==> src/rtl/fix_div17_if.sv <==
// rtl/fix_div17_if.sv - operand/result handshake bundle for the fix_div17 divider
interface fix_div17_if #(
    parameter int DW = 17,
    parameter int TW = 8
);
    logic          in_valid;
    logic          in_ready;
    logic [DW-1:0] in_17bit;
    logic [TW-1:0] in_8bit;
    logic          out_valid;
    logic [DW-1:0] out;
    logic          sat;
    logic          div_err;

    modport master (
        output in_valid, in_17bit, in_8bit,
        input  in_ready, out_valid, out, sat, div_err
    );

    modport slave (
        input  in_valid, in_17bit, in_8bit,
        output in_ready, out_valid, out, sat, div_err
    );
endinterface

==> src/rtl/fix_div17.sv <==
// rtl/fix_div17.sv - sequential signed fixed-point divider, sample / Q1.7 factor, one quotient bit per clock
// Optional DIV_ROUND_EN: one extra quotient bit, round half away from zero.
module fix_div17 #(
    parameter int DW   = 17,
    parameter int TW   = 8,
    parameter int FRAC = 7
) (
    input  logic       clk,
    input  logic       rst_n,
    fix_div17_if.slave bus
);
    localparam int N = DW + FRAC;
`ifdef DIV_ROUND_EN
    localparam int ITER = N + 1;
`else
    localparam int ITER = N;
`endif
    localparam int CW = $clog2(ITER + 1);
    localparam int MW = ITER + 1;

    localparam logic [DW-1:0] ONE_D   = {{(DW-1){1'b0}}, 1'b1};
    localparam logic [DW-1:0] SAT_POS = {1'b0, {(DW-1){1'b1}}};
    localparam logic [DW-1:0] SAT_NEG = {1'b1, {(DW-1){1'b0}}};
    localparam logic [MW-1:0] POS_LIM = MW'((1 << (DW - 1)) - 1);
    localparam logic [MW-1:0] NEG_LIM = MW'(1 << (DW - 1));

    typedef enum logic [1:0] {IDLE, CALC, FIX} state_t;

    state_t          state, state_nxt;
    logic [CW-1:0]   cnt;
    logic [ITER-1:0] num;
    logic [ITER-1:0] quo;
    logic [TW-1:0]   rem;
    logic [TW-1:0]   dvs;
    logic            neg;
    logic            dz;

    logic [DW-1:0]   dend_abs;
    logic [TW-1:0]   dvs_abs;
    logic [TW:0]     trial;
    logic            ge;
    logic [TW-1:0]   rem_nxt;
    logic [MW-1:0]   mag;
    logic [DW-1:0]   res;
    logic            res_sat;

    assign bus.in_ready = (state == IDLE);

    // Magnitudes are unsigned, so the most negative inputs (-65536, -128) fit without overflow.
    assign dend_abs = bus.in_17bit[DW-1] ? (~bus.in_17bit + ONE_D) : bus.in_17bit;
    assign dvs_abs  = bus.in_8bit[TW-1]  ? (~bus.in_8bit + {{(TW-1){1'b0}}, 1'b1}) : bus.in_8bit;

    always_ff @(posedge clk or negedge rst_n) begin
        if (!rst_n) state <= IDLE;
        else        state <= state_nxt;
    end

    always_comb begin
        state_nxt = state;
        case (state)
            IDLE:    if (bus.in_valid) state_nxt = CALC;
            CALC:    if (cnt == '0)    state_nxt = FIX;
            FIX:     state_nxt = IDLE;
            default: state_nxt = IDLE;
        endcase
    end

    // Restoring step: the remainder stays below the divisor, so its low TW bits are exact.
    always_comb begin
        trial   = {rem, num[ITER-1]};
        ge      = (trial >= {1'b0, dvs});
        rem_nxt = ge ? (trial[TW-1:0] - dvs) : trial[TW-1:0];
    end

`ifdef DIV_ROUND_EN
    assign mag = {2'b00, quo[ITER-1:1]} + {{(MW-1){1'b0}}, quo[0]};
`else
    assign mag = {1'b0, quo};
`endif

    // A zero divisor has a clear sign bit, so neg then carries the dividend sign alone.
    always_comb begin
        res     = '0;
        res_sat = 1'b0;
        if (dz) begin
            res     = neg ? SAT_NEG : SAT_POS;
            res_sat = 1'b1;
        end else if (!neg && (mag > POS_LIM)) begin
            res     = SAT_POS;
            res_sat = 1'b1;
        end else if (neg && (mag > NEG_LIM)) begin
            res     = SAT_NEG;
            res_sat = 1'b1;
        end else begin
            res = neg ? (~mag[DW-1:0] + ONE_D) : mag[DW-1:0];
        end
    end

    always_ff @(posedge clk or negedge rst_n) begin
        if (!rst_n) begin
            cnt           <= '0;
            num           <= '0;
            quo           <= '0;
            rem           <= '0;
            dvs           <= '0;
            neg           <= 1'b0;
            dz            <= 1'b0;
            bus.out_valid <= 1'b0;
            bus.out       <= '0;
            bus.sat       <= 1'b0;
            bus.div_err   <= 1'b0;
        end else begin
            bus.out_valid <= 1'b0;
            case (state)
                IDLE: begin
                    if (bus.in_valid) begin
                        neg <= bus.in_17bit[DW-1] ^ bus.in_8bit[TW-1];
                        dz  <= (bus.in_8bit == '0);
                        dvs <= dvs_abs;
                        num <= {dend_abs, {(ITER-DW){1'b0}}};
                        quo <= '0;
                        rem <= '0;
                        cnt <= CW'(ITER - 1);
                    end
                end
                CALC: begin
                    num <= {num[ITER-2:0], 1'b0};
                    quo <= {quo[ITER-2:0], ge};
                    rem <= rem_nxt;
                    if (cnt != '0) cnt <= cnt - CW'(1);
                end
                FIX: begin
                    bus.out_valid <= 1'b1;
                    bus.out       <= res;
                    bus.sat       <= res_sat;
                    bus.div_err   <= dz;
                end
                default: ;
            endcase
        end
    end
endmodule

==> src/flat_wrapper.sv <==
// flat-port wrapper written by rule: the top's interface ports become plain ports
module fix_div17_flat 
#(
    parameter int DW   = 17,
    parameter int TW   = 8,
    parameter int FRAC = 7
)
  (clk, rst_n, bus_in_valid, bus_in_17bit, bus_in_8bit, bus_in_ready, bus_out_valid, bus_out, bus_sat, bus_div_err);
  fix_div17_if #(.DW(DW), .TW(TW)) bus_i ();
  input  logic clk;
  input  logic rst_n;
  input wire logic [$bits(bus_i.in_valid)-1:0] bus_in_valid;
  input wire logic [$bits(bus_i.in_17bit)-1:0] bus_in_17bit;
  input wire logic [$bits(bus_i.in_8bit)-1:0] bus_in_8bit;
  output wire logic [$bits(bus_i.in_ready)-1:0] bus_in_ready;
  output wire logic [$bits(bus_i.out_valid)-1:0] bus_out_valid;
  output wire logic [$bits(bus_i.out)-1:0] bus_out;
  output wire logic [$bits(bus_i.sat)-1:0] bus_sat;
  output wire logic [$bits(bus_i.div_err)-1:0] bus_div_err;
  assign bus_i.in_valid = bus_in_valid;
  assign bus_i.in_17bit = bus_in_17bit;
  assign bus_i.in_8bit = bus_in_8bit;
  assign bus_in_ready = bus_i.in_ready;
  assign bus_out_valid = bus_i.out_valid;
  assign bus_out = bus_i.out;
  assign bus_sat = bus_i.sat;
  assign bus_div_err = bus_i.div_err;
  fix_div17 #(.DW(DW), .TW(TW), .FRAC(FRAC)) u_core (.clk(clk), .rst_n(rst_n), .bus(bus_i));
endmodule
==> config.mk <==
export PLATFORM = sky130hd
export DESIGN_NAME = fix_div17_flat
export DESIGN_NICKNAME = d
export VERILOG_FILES = /design/src/rtl/fix_div17_if.sv /design/src/rtl/fix_div17.sv /design/src/flat_wrapper.sv
export SDC_FILE = /design/constraint.sdc
export NUM_CORES = 1
export LEC_CHECK = 0
export BUFFER_PORTS_ARGS = -buffer_cell sky130_fd_sc_hd__buf_2
export CAP_MARGIN = 20
export CORE_UTILIZATION = 55
export DETAILED_ROUTE_END_ITERATION = 7
export PLACE_DENSITY_LB_ADDON = 0.3
export SETUP_SLACK_MARGIN = 0.1
export SYNTH_ARGS = -nofsm -noshare
export SYNTH_HDL_FRONTEND = slang
export SYNTH_SLANG_ARGS = --single-unit
export TNS_END_PERCENT = 10
==> constraint.sdc <==
create_clock -name clk -period 4.7 [get_ports clk]
set_input_delay 0.235 -clock clk [delete_from_list [all_inputs] [get_ports clk]]
set_output_delay 0.235 -clock clk [all_outputs]
set_load 0.02 [all_outputs]
==> summary.md, run 1 <==
| Metric | Value |
|---|---|
| WP data required | `4980 ps` |
| Crit path max fanout | `18` |
| Max-cap violations | `0` |
| Routed length per placed instance | `16.3 um` |
| Flop pwr share | `0.360` |
| CTS tree | `yes` |
| Arr. time, crit path | `2860 ps` |
| Rows | `33` |
| Pin count of the biggest net entering global routing | `87` |
| NetSw | `1.72 mW` |
| Skew final | `10.8 ps` |
| TritonCTS Buffers | `9` |
| Slew @ Worst Pin | `1010 ps` |
| Worst setup margin | `2120 ps` |
| CP max-delay cell | `clkinv_1` |
| Final-layout fill cell count | `683` |
| Crit. End Element | `flip-flop` |
| Via density | `6.10` |
| Grt met2 use | `0.405` |
| Worst skew pair latency | `350 ps` |
| P&R area growth vs syn | `10.7%` |
| Yosys warning count | `0` |
| Met1 Track Usage GR | `0.331` |
| R2R setup slack | `2120 ps` |
| Synth Cell Area | `4820 um2` |
| LEAKAGE | `2.43 nW` |
| Top_reg_cell synth | `dfrtp_1` |
| Most common cell after layout, fill and taps aside | `dfrtp_1` |
| Crit path cell chain | `nand2b_1 -> clkinv_1 -> o21ai_1 -> a21oi_1 -> nor2_1` |
| Grt total ovfl | `0` |
| Antenna-violating nets left | `0` |
| Die ar. | `9150 um2` |
| Max Clock Freq | `0.387 GHz` |
| DR iter-0 viols | `157` |
| Yosys reg bits | `86` |
| Synthesized area per cell | `9.61 um2` |
| Place WS | `2180 ps` |
| Sw Share | `0.447` |
| Ports | `49` |
| Mapped Nets | `544` |
| Final wirelength | `10500 um` |
| Hold WS | `184 ps` |
| Post-CTS Resized | `0` |
| Mapped Cells | `502` |
| Async SR Flop Fraction | `1.00` |
| RSZ-0062 raised after global routing | `no` |
| Crit Path Class | `flip-flop to flip-flop` |
| Layout cells sized above 1 | `0.174` |
| HP Class | `input pin to flip-flop` |
| Outcome | `complete, no violations` |
| IO buf count | `48` |
| Startpoint types | `flip-flop` |
| Reg clk slew, reported paths | `90 ps` |
| Synth area leader | `dfrtp_1` |
| Register area share after synthesis | `0.446` |
| Antenna violations before repair | `0` |
| Cell Pwr Density | `723 nW/um2` |
| First-pass GRT wire length | `17700 um` |
| Fin Setup TNS | `0 ps` |
| Die Span Y | `95.7 um` |
| Final Hold Viols | `0` |
| Initial Util | `0.578` |
| Antenna cells | `0` |
| Top-area cell type share of the netlist area | `0.446` |
| Post-synth EDFFs | `0` |
| Nets | `577` |
| Ranking of synthesized cells by area | `dfrtp_1, o21ai_0, xor2_1` |
| Via total after detailed routing | `3935` |
| Post-route DRC | `0` |
| Vias in the first global route | `3769` |
| Final Max Tran Viols | `0` |
| CTS root buffer | `clkbuf_8` |
| H-tree depth | `3` |
| Post-synth cell types | `66` |
| Drt pass-1 iters | `5` |
| Final period util | `0.550` |
| Leading cell types in the layout, fill and taps excluded | `dfrtp_1, o21ai_0, nand2_1, buf_2` |
| CTS sink cnt | `86` |
| Clock power frac | `0.139` |
| DIE WIDTH | `95.7 um` |
| GRT busiest layer | `met2` |
| Slew headroom | `0.327` |
| Met3 Use GR | `0.0463` |
| Int Power | `2.14 mW` |
| Post-CTS setup buffer count | `0` |
| Maximum VDD drop | `0.000361 V` |
| All-Layer GR Usage | `0.250` |
| Final Setup Violations | `0` |
| Combinational share of power | `0.501` |
| Slowest cell delay on critical path | `650 ps` |
| Post-detail-place hpwl | `7270 um` |
| GP Congestion | `0.845` |
| Tmin final | `2580 ps` |
| Core area | `8340 um2` |
| CTS max path bufs | `2` |
critical path, delay by kind of cell, from the launching register on:
| kind | cells | cell delay (ps) |
|---|---|---|
| flip-flops | 1 | 540 |
| buffers and inverters | 1 | 650 |
| AO/OA/AOI/OAI | 2 | 620 |
| AND/OR/NAND/NOR | 2 | 700 |
metrics by stage:
stage / cell area, um2 / power [mW] / cells / util
detailed placement: 5100 / 3.31 / 627 / 0.611
floorplan: 4820 / 2.84 / 502 / -
global placement: 5100 / 3.23 / 627 / 0.611
CTS: 5300 / 3.86 / 643 / 0.636
finish: 5340 / 3.86 / 645 / 0.640
global route: 5340 / 4.18 / 645 / 0.640
layout make-up:
| type | instances | area [um2] | share of cell area |
|---|---|---|---|
| Multi-Input combinational cell | 362 | 2470 | 0.462 |
| Tap cell | 105 | 131 | 0.0246 |
| Clock buffer | 10 | 138 | 0.0258 |
| Clock inverter | 6 | 68.8 | 0.0129 |
| Timing Repair Buffer | 52 | 295 | 0.0553 |
| Inverter | 24 | 90.1 | 0.0169 |
| Sequential cell | 86 | 2150 | 0.403 |
worst paths after layout:
| path | to | start | depth (start not counted) |
|---|---|---|---|
| hold reg to reg | u_core.bus.out[0]$_DFFE_PN0P_ | u_core.bus.out[0]$_DFFE_PN0P_ | 2 |
| hold / removal | u_core.dvs[0]$_DFFE_PN0P_ | bus_in_8bit[0] | 3 |
| max in group asynchronous | u_core.num[16]$_DFFE_PN0P_ | rst_n | 3 |
| setup / recovery | u_core.bus.out[3]$_DFFE_PN0P_ | u_core.state[1]$_DFFE_PN0P_ | 5 |
| min in group asynchronous | u_core.bus.out[7]$_DFFE_PN0P_ | rst_n | 2 |
| setup reg to reg | u_core.bus.out[3]$_DFFE_PN0P_ | u_core.state[1]$_DFFE_PN0P_ | 5 |
registers in the layout, indices dropped and copies added (netlist names):
register / flops
u_core.dvs: 8
u_core.state: 2
u_core.num: 17
u_core.bus.out: 17
u_core.neg: 1
u_core.quo: 24
u_core.bus.sat: 1
u_core.bus.out_valid: 1
u_core.rem: 8
u_core.cnt: 5
u_core.dz: 1
u_core.bus.div_err: 1
logic make-up (layout without fill, tap and decap cells):
logic type | after synthesis | in the layout | share of synthesized area
DFF | 86 | 86 | 0.446
buffers and inverters | 54 | 92 | 0.0441
xor gates and xnor gates | 37 | 37 | 0.0672
adders and majority gates | 14 | 14 | 0.0379
AOI/OAI and AO/OA | 160 | 160 | 0.225
and+or+nand+nor | 147 | 147 | 0.171
muxes | 4 | 4 | 0.00830
power groups by stage:
stage | Sequential [mW] | Combinational [mW] | Clock (mW)
global placement | 1.38 | 1.85 | 0
finish | 1.39 | 1.93 | 0.536
floorplan | 1.35 | 1.49 | 0
detailed placement | 1.39 | 1.91 | 0
CTS | 1.38 | 1.93 | 0.549
global route | 1.44 | 2.16 | 0.575
Yosys cell counts, types with 3 or more instances:
library cell / instances
o221ai_1: 3
a22o_1: 21
nand2b_1: 5
nand3_1: 6
o311ai_0: 4
o31ai_1: 8
clkbuf_1: 26
xor2_1: 22
ha_1: 13
xnor2_1: 15
nor2b_1: 5
mux2i_1: 4
a21oi_1: 30
o211ai_1: 3
dfrtp_1: 86
nand2_1: 47
a31oi_1: 4
o41ai_1: 7
inv_1: 23
o21ai_0: 48
nor3_1: 8
o22ai_1: 9
or4_1: 3
or3_1: 11
nor2_1: 30
or4_4: 4
or2_2: 3
repair_timing:
action,4_1_cts,5_1_grt
endpoints found under the setup margin,0,0
endpoints found under the hold margin,0,12
hold buffers,0,1
per-layer routing:
metal  part of all wire  vias to the layer above
met5                  0                        -
met4              0.016                        0
met3              0.044                       17
met2               0.49                      111
met1               0.45                     1928
li1                   -                     1879
Power figures use the tool's default switching activity.
==> run 2: changes to the inputs <==
--- a/config.mk
+++ b/config.mk
@@ -7,7 +7,7 @@
 export LEC_CHECK = 0
 export BUFFER_PORTS_ARGS = -buffer_cell sky130_fd_sc_hd__buf_2
 export CAP_MARGIN = 20
-export CORE_UTILIZATION = 55
+export CORE_UTILIZATION = 54
 export DETAILED_ROUTE_END_ITERATION = 7
 export PLACE_DENSITY_LB_ADDON = 0.3
 export SETUP_SLACK_MARGIN = 0.1
==> constraint.sdc (replaced) <==
create_clock -name clk -period 2.1 [get_ports clk]
set_input_delay 0.105 -clock clk [delete_from_list [all_inputs] [get_ports clk]]
set_output_delay 0.105 -clock clk [all_outputs]
set_load 0.02 [all_outputs]
==> summary.md, run 2 (same netlist as run 1, synthesis figures left out) <==
| Metric | Value |
|---|---|
| Worst skew pair latency | `360 ps (about the same)` |
| Final wirelength | `11300 um (+7.8%)` |
| DIE WIDTH | `96.5 um (+0.90%)` |
| Dpl cells | `652 (+4.0%)` |
| Arr. time, crit path | `2290 ps (-570 ps)` |
| Largest Register | `u_core.quo` |
| Slew @ Worst Pin | `1000 ps (-7.18 ps)` |
| Ports | `49 (unchanged)` |
| Cell Pwr Density | `1700 nW/um2 (+130%)` |
| Pin count of the biggest net entering global routing | `55 (-37%)` |
| Top delay family on crit path | `compound AO/OA/AOI/OAI gates` |
| Drt pass-1 iters | `5 (unchanged)` |
| Post-Layout Cell Count | `672 (+4.2%)` |
| Final-layout fill cell count | `703 (+2.9%)` |
| Rows | `34 (+3.0%)` |
| Reg area | `2150 um2 (about the same)` |
| Vias in the first global route | `3947 (+4.7%)` |
| CTS tree | `yes` |
| Via total after detailed routing | `4066 (+3.3%)` |
| Worst path buffer plus inverter count | `2 (+1)` |
| Tmin final | `2080 ps (-507 ps)` |
| Antenna violations before repair | `0 (unchanged)` |
| Max-cap violations | `0 (unchanged)` |
| CP max-delay cell | `dfrtp_1` |
| RSZ-0062 raised after global routing | `yes` |
| Crit Path Class | `flip-flop to flip-flop` |
| Largest register FFs | `24 (unchanged)` |
| Antenna cells | `0 (unchanged)` |
| Final Max Tran Viols | `0 (unchanged)` |
| Antenna-violating nets left | `0 (unchanged)` |
| CTS max path bufs | `2 (unchanged)` |
| TritonCTS Buffers | `9 (unchanged)` |
| Crit path cell chain | `ha_4 -> inv_1 -> o31ai_2 -> a221oi_2 -> buf_2 -> o311ai_0` |
| Startpoint types | `flip-flop` |
| Most common cell after layout, fill and taps aside | `dfrtp_1` |
| All-Layer GR Usage | `0.261 (+0.0112)` |
| Fin Setup TNS | `0 ps (unchanged)` |
| Outcome | `complete, no violations` |
| Via density | `6.05 (-0.82%)` |
| Die ar. | `9320 um2 (+1.8%)` |
| Maximum VDD drop | `0.000727 V (+100%)` |
| Post-route DRC | `0 (unchanged)` |
| CTS sink cnt | `86 (unchanged)` |
| Crit path max fanout | `7 (-11)` |
| HP Class | `input pin to flip-flop` |
| Post-detail-place hpwl | `7970 um (+9.6%)` |
| Grt total ovfl | `0 (unchanged)` |
| First-pass GRT wire length | `18500 um (+4.6%)` |
| DR iter-0 viols | `251 (+60%)` |
| Final Hold Viols | `0 (unchanged)` |
| Core area | `8680 um2 (+4.1%)` |
| WP data required | `2310 ps (-2670 ps)` |
| Hold WS | `60.3 ps (-123 ps)` |
| Max Clock Freq | `0.481 GHz (+24%)` |
| LEAKAGE | `2.57 nW (+5.8%)` |
| Regs by FF count | `u_core.quo: 24 flops, u_core.bus.out: 17 flops, u_core.num: 17 flops` |
| Crit. End Element | `flip-flop` |
| H-tree depth | `3 (unchanged)` |
| Slowest cell delay on critical path | `440 ps (-210 ps)` |
| P&R area growth vs syn | `17.3%` |
| CTS root buffer | `clkbuf_8` |
| IO buf count | `48 (unchanged)` |
| GP Congestion | `0.907 (+7.4%)` |
| Initial Util | `0.556 (-0.0225)` |
| Final Setup Violations | `0 (unchanged)` |
| Routed length per placed instance | `16.8 um (+3.5%)` |
| Nets | `602 (+4.3%)` |
| Layout cells sized above 1 | `0.241 (+0.0671)` |
| Multi-input logic area | `2570 um2 (+4.1%)` |
| Reg clk slew, reported paths | `80 ps (about the same)` |
| Final period util | `0.990 (+0.440)` |
| Die Span Y | `96.5 um (+0.90%)` |
| Leading cell types in the layout, fill and taps excluded | `dfrtp_1, buf_2, nand2_1, o21ai_0, nor2_1` |
| Skew final | `11.1 ps (+0.317 ps)` |
| Slew headroom | `0.332 (+0.00470)` |
==> run 2: routing by layer <==
layer	wire, um	GRT usage	vias to the layer above	share of wire
li1	-	-	1943	-
met2	5530	0.430	142	0.49
met5	0	0	-	0
met4	342	0.131	0	0.030
met1	4930	0.331	1952	0.44
met3	500	0.0446	29	0.044
==> run 2: what timing repair did <==
item	in CTS	in global routing
gates resized for setup	5	19
setup buffers	0	3
pin swaps	1	4
gates cloned	1	0
endpoints found under the hold margin	32	0
setup endpoints to repair	8	24
hold buffers	1	0
==> run 2: cell type report <==
class	instances	area share
tap	108	0.0239
sequential	86	0.381
clock inverter	5	0.0146
multi-input combinational	362	0.454
timing repair buffer	77	0.0871
clock buffer	10	0.0243
inverter	24	0.0159
==> run 2: metrics by stage <==
stage               cell area (um2)   util  total power, mW  setup slack, ps
global route                   5660  0.652             10.3            -67.7
finish                         5660  0.652             9.60             21.7
CTS                            5570  0.642             9.29             93.6
global placement               5290  0.610             7.58              140
detailed placement             5290  0.610             7.79             41.5
floorplan                      4830      -             6.36              126
==> run 2: worst register-to-register path: stages, from the launching register on <==
cell and delay, ps:
dfrtp_1 440, ha_4 310, inv_1 90, o31ai_2 340, a221oi_2 140, buf_2 200
o311ai_0 410
==> run 2: power breakdown <==
group          switching [mW]  internal (mW)  total (mW)
combinational            3.02           2.31        5.34
sequential              0.582           2.39        2.97
clock                   0.591          0.701        1.29
total                    4.20           5.40        9.60
==> run 2: worst paths after layout <==
path	start	endpoint	slack, ps	cells past startpoint
min	bus_in_17bit[0]	u_core.num[7]$_DFFE_PN0P_	60	3
max	u_core.rem[5]$_DFFE_PN0P_	u_core.rem[4]$_DFFE_PN0P_	20	6
max reg2reg	u_core.rem[5]$_DFFE_PN0P_	u_core.rem[4]$_DFFE_PN0P_	20	6
min reg2reg	u_core.bus.div_err$_DFFE_PN0P_	u_core.bus.div_err$_DFFE_PN0P_	480	2
min in group asynchronous	rst_n	u_core.quo[6]$_DFFE_PN0P_	230	2
max in group asynchronous	rst_n	u_core.num[16]$_DFFE_PN0P_	1230	3
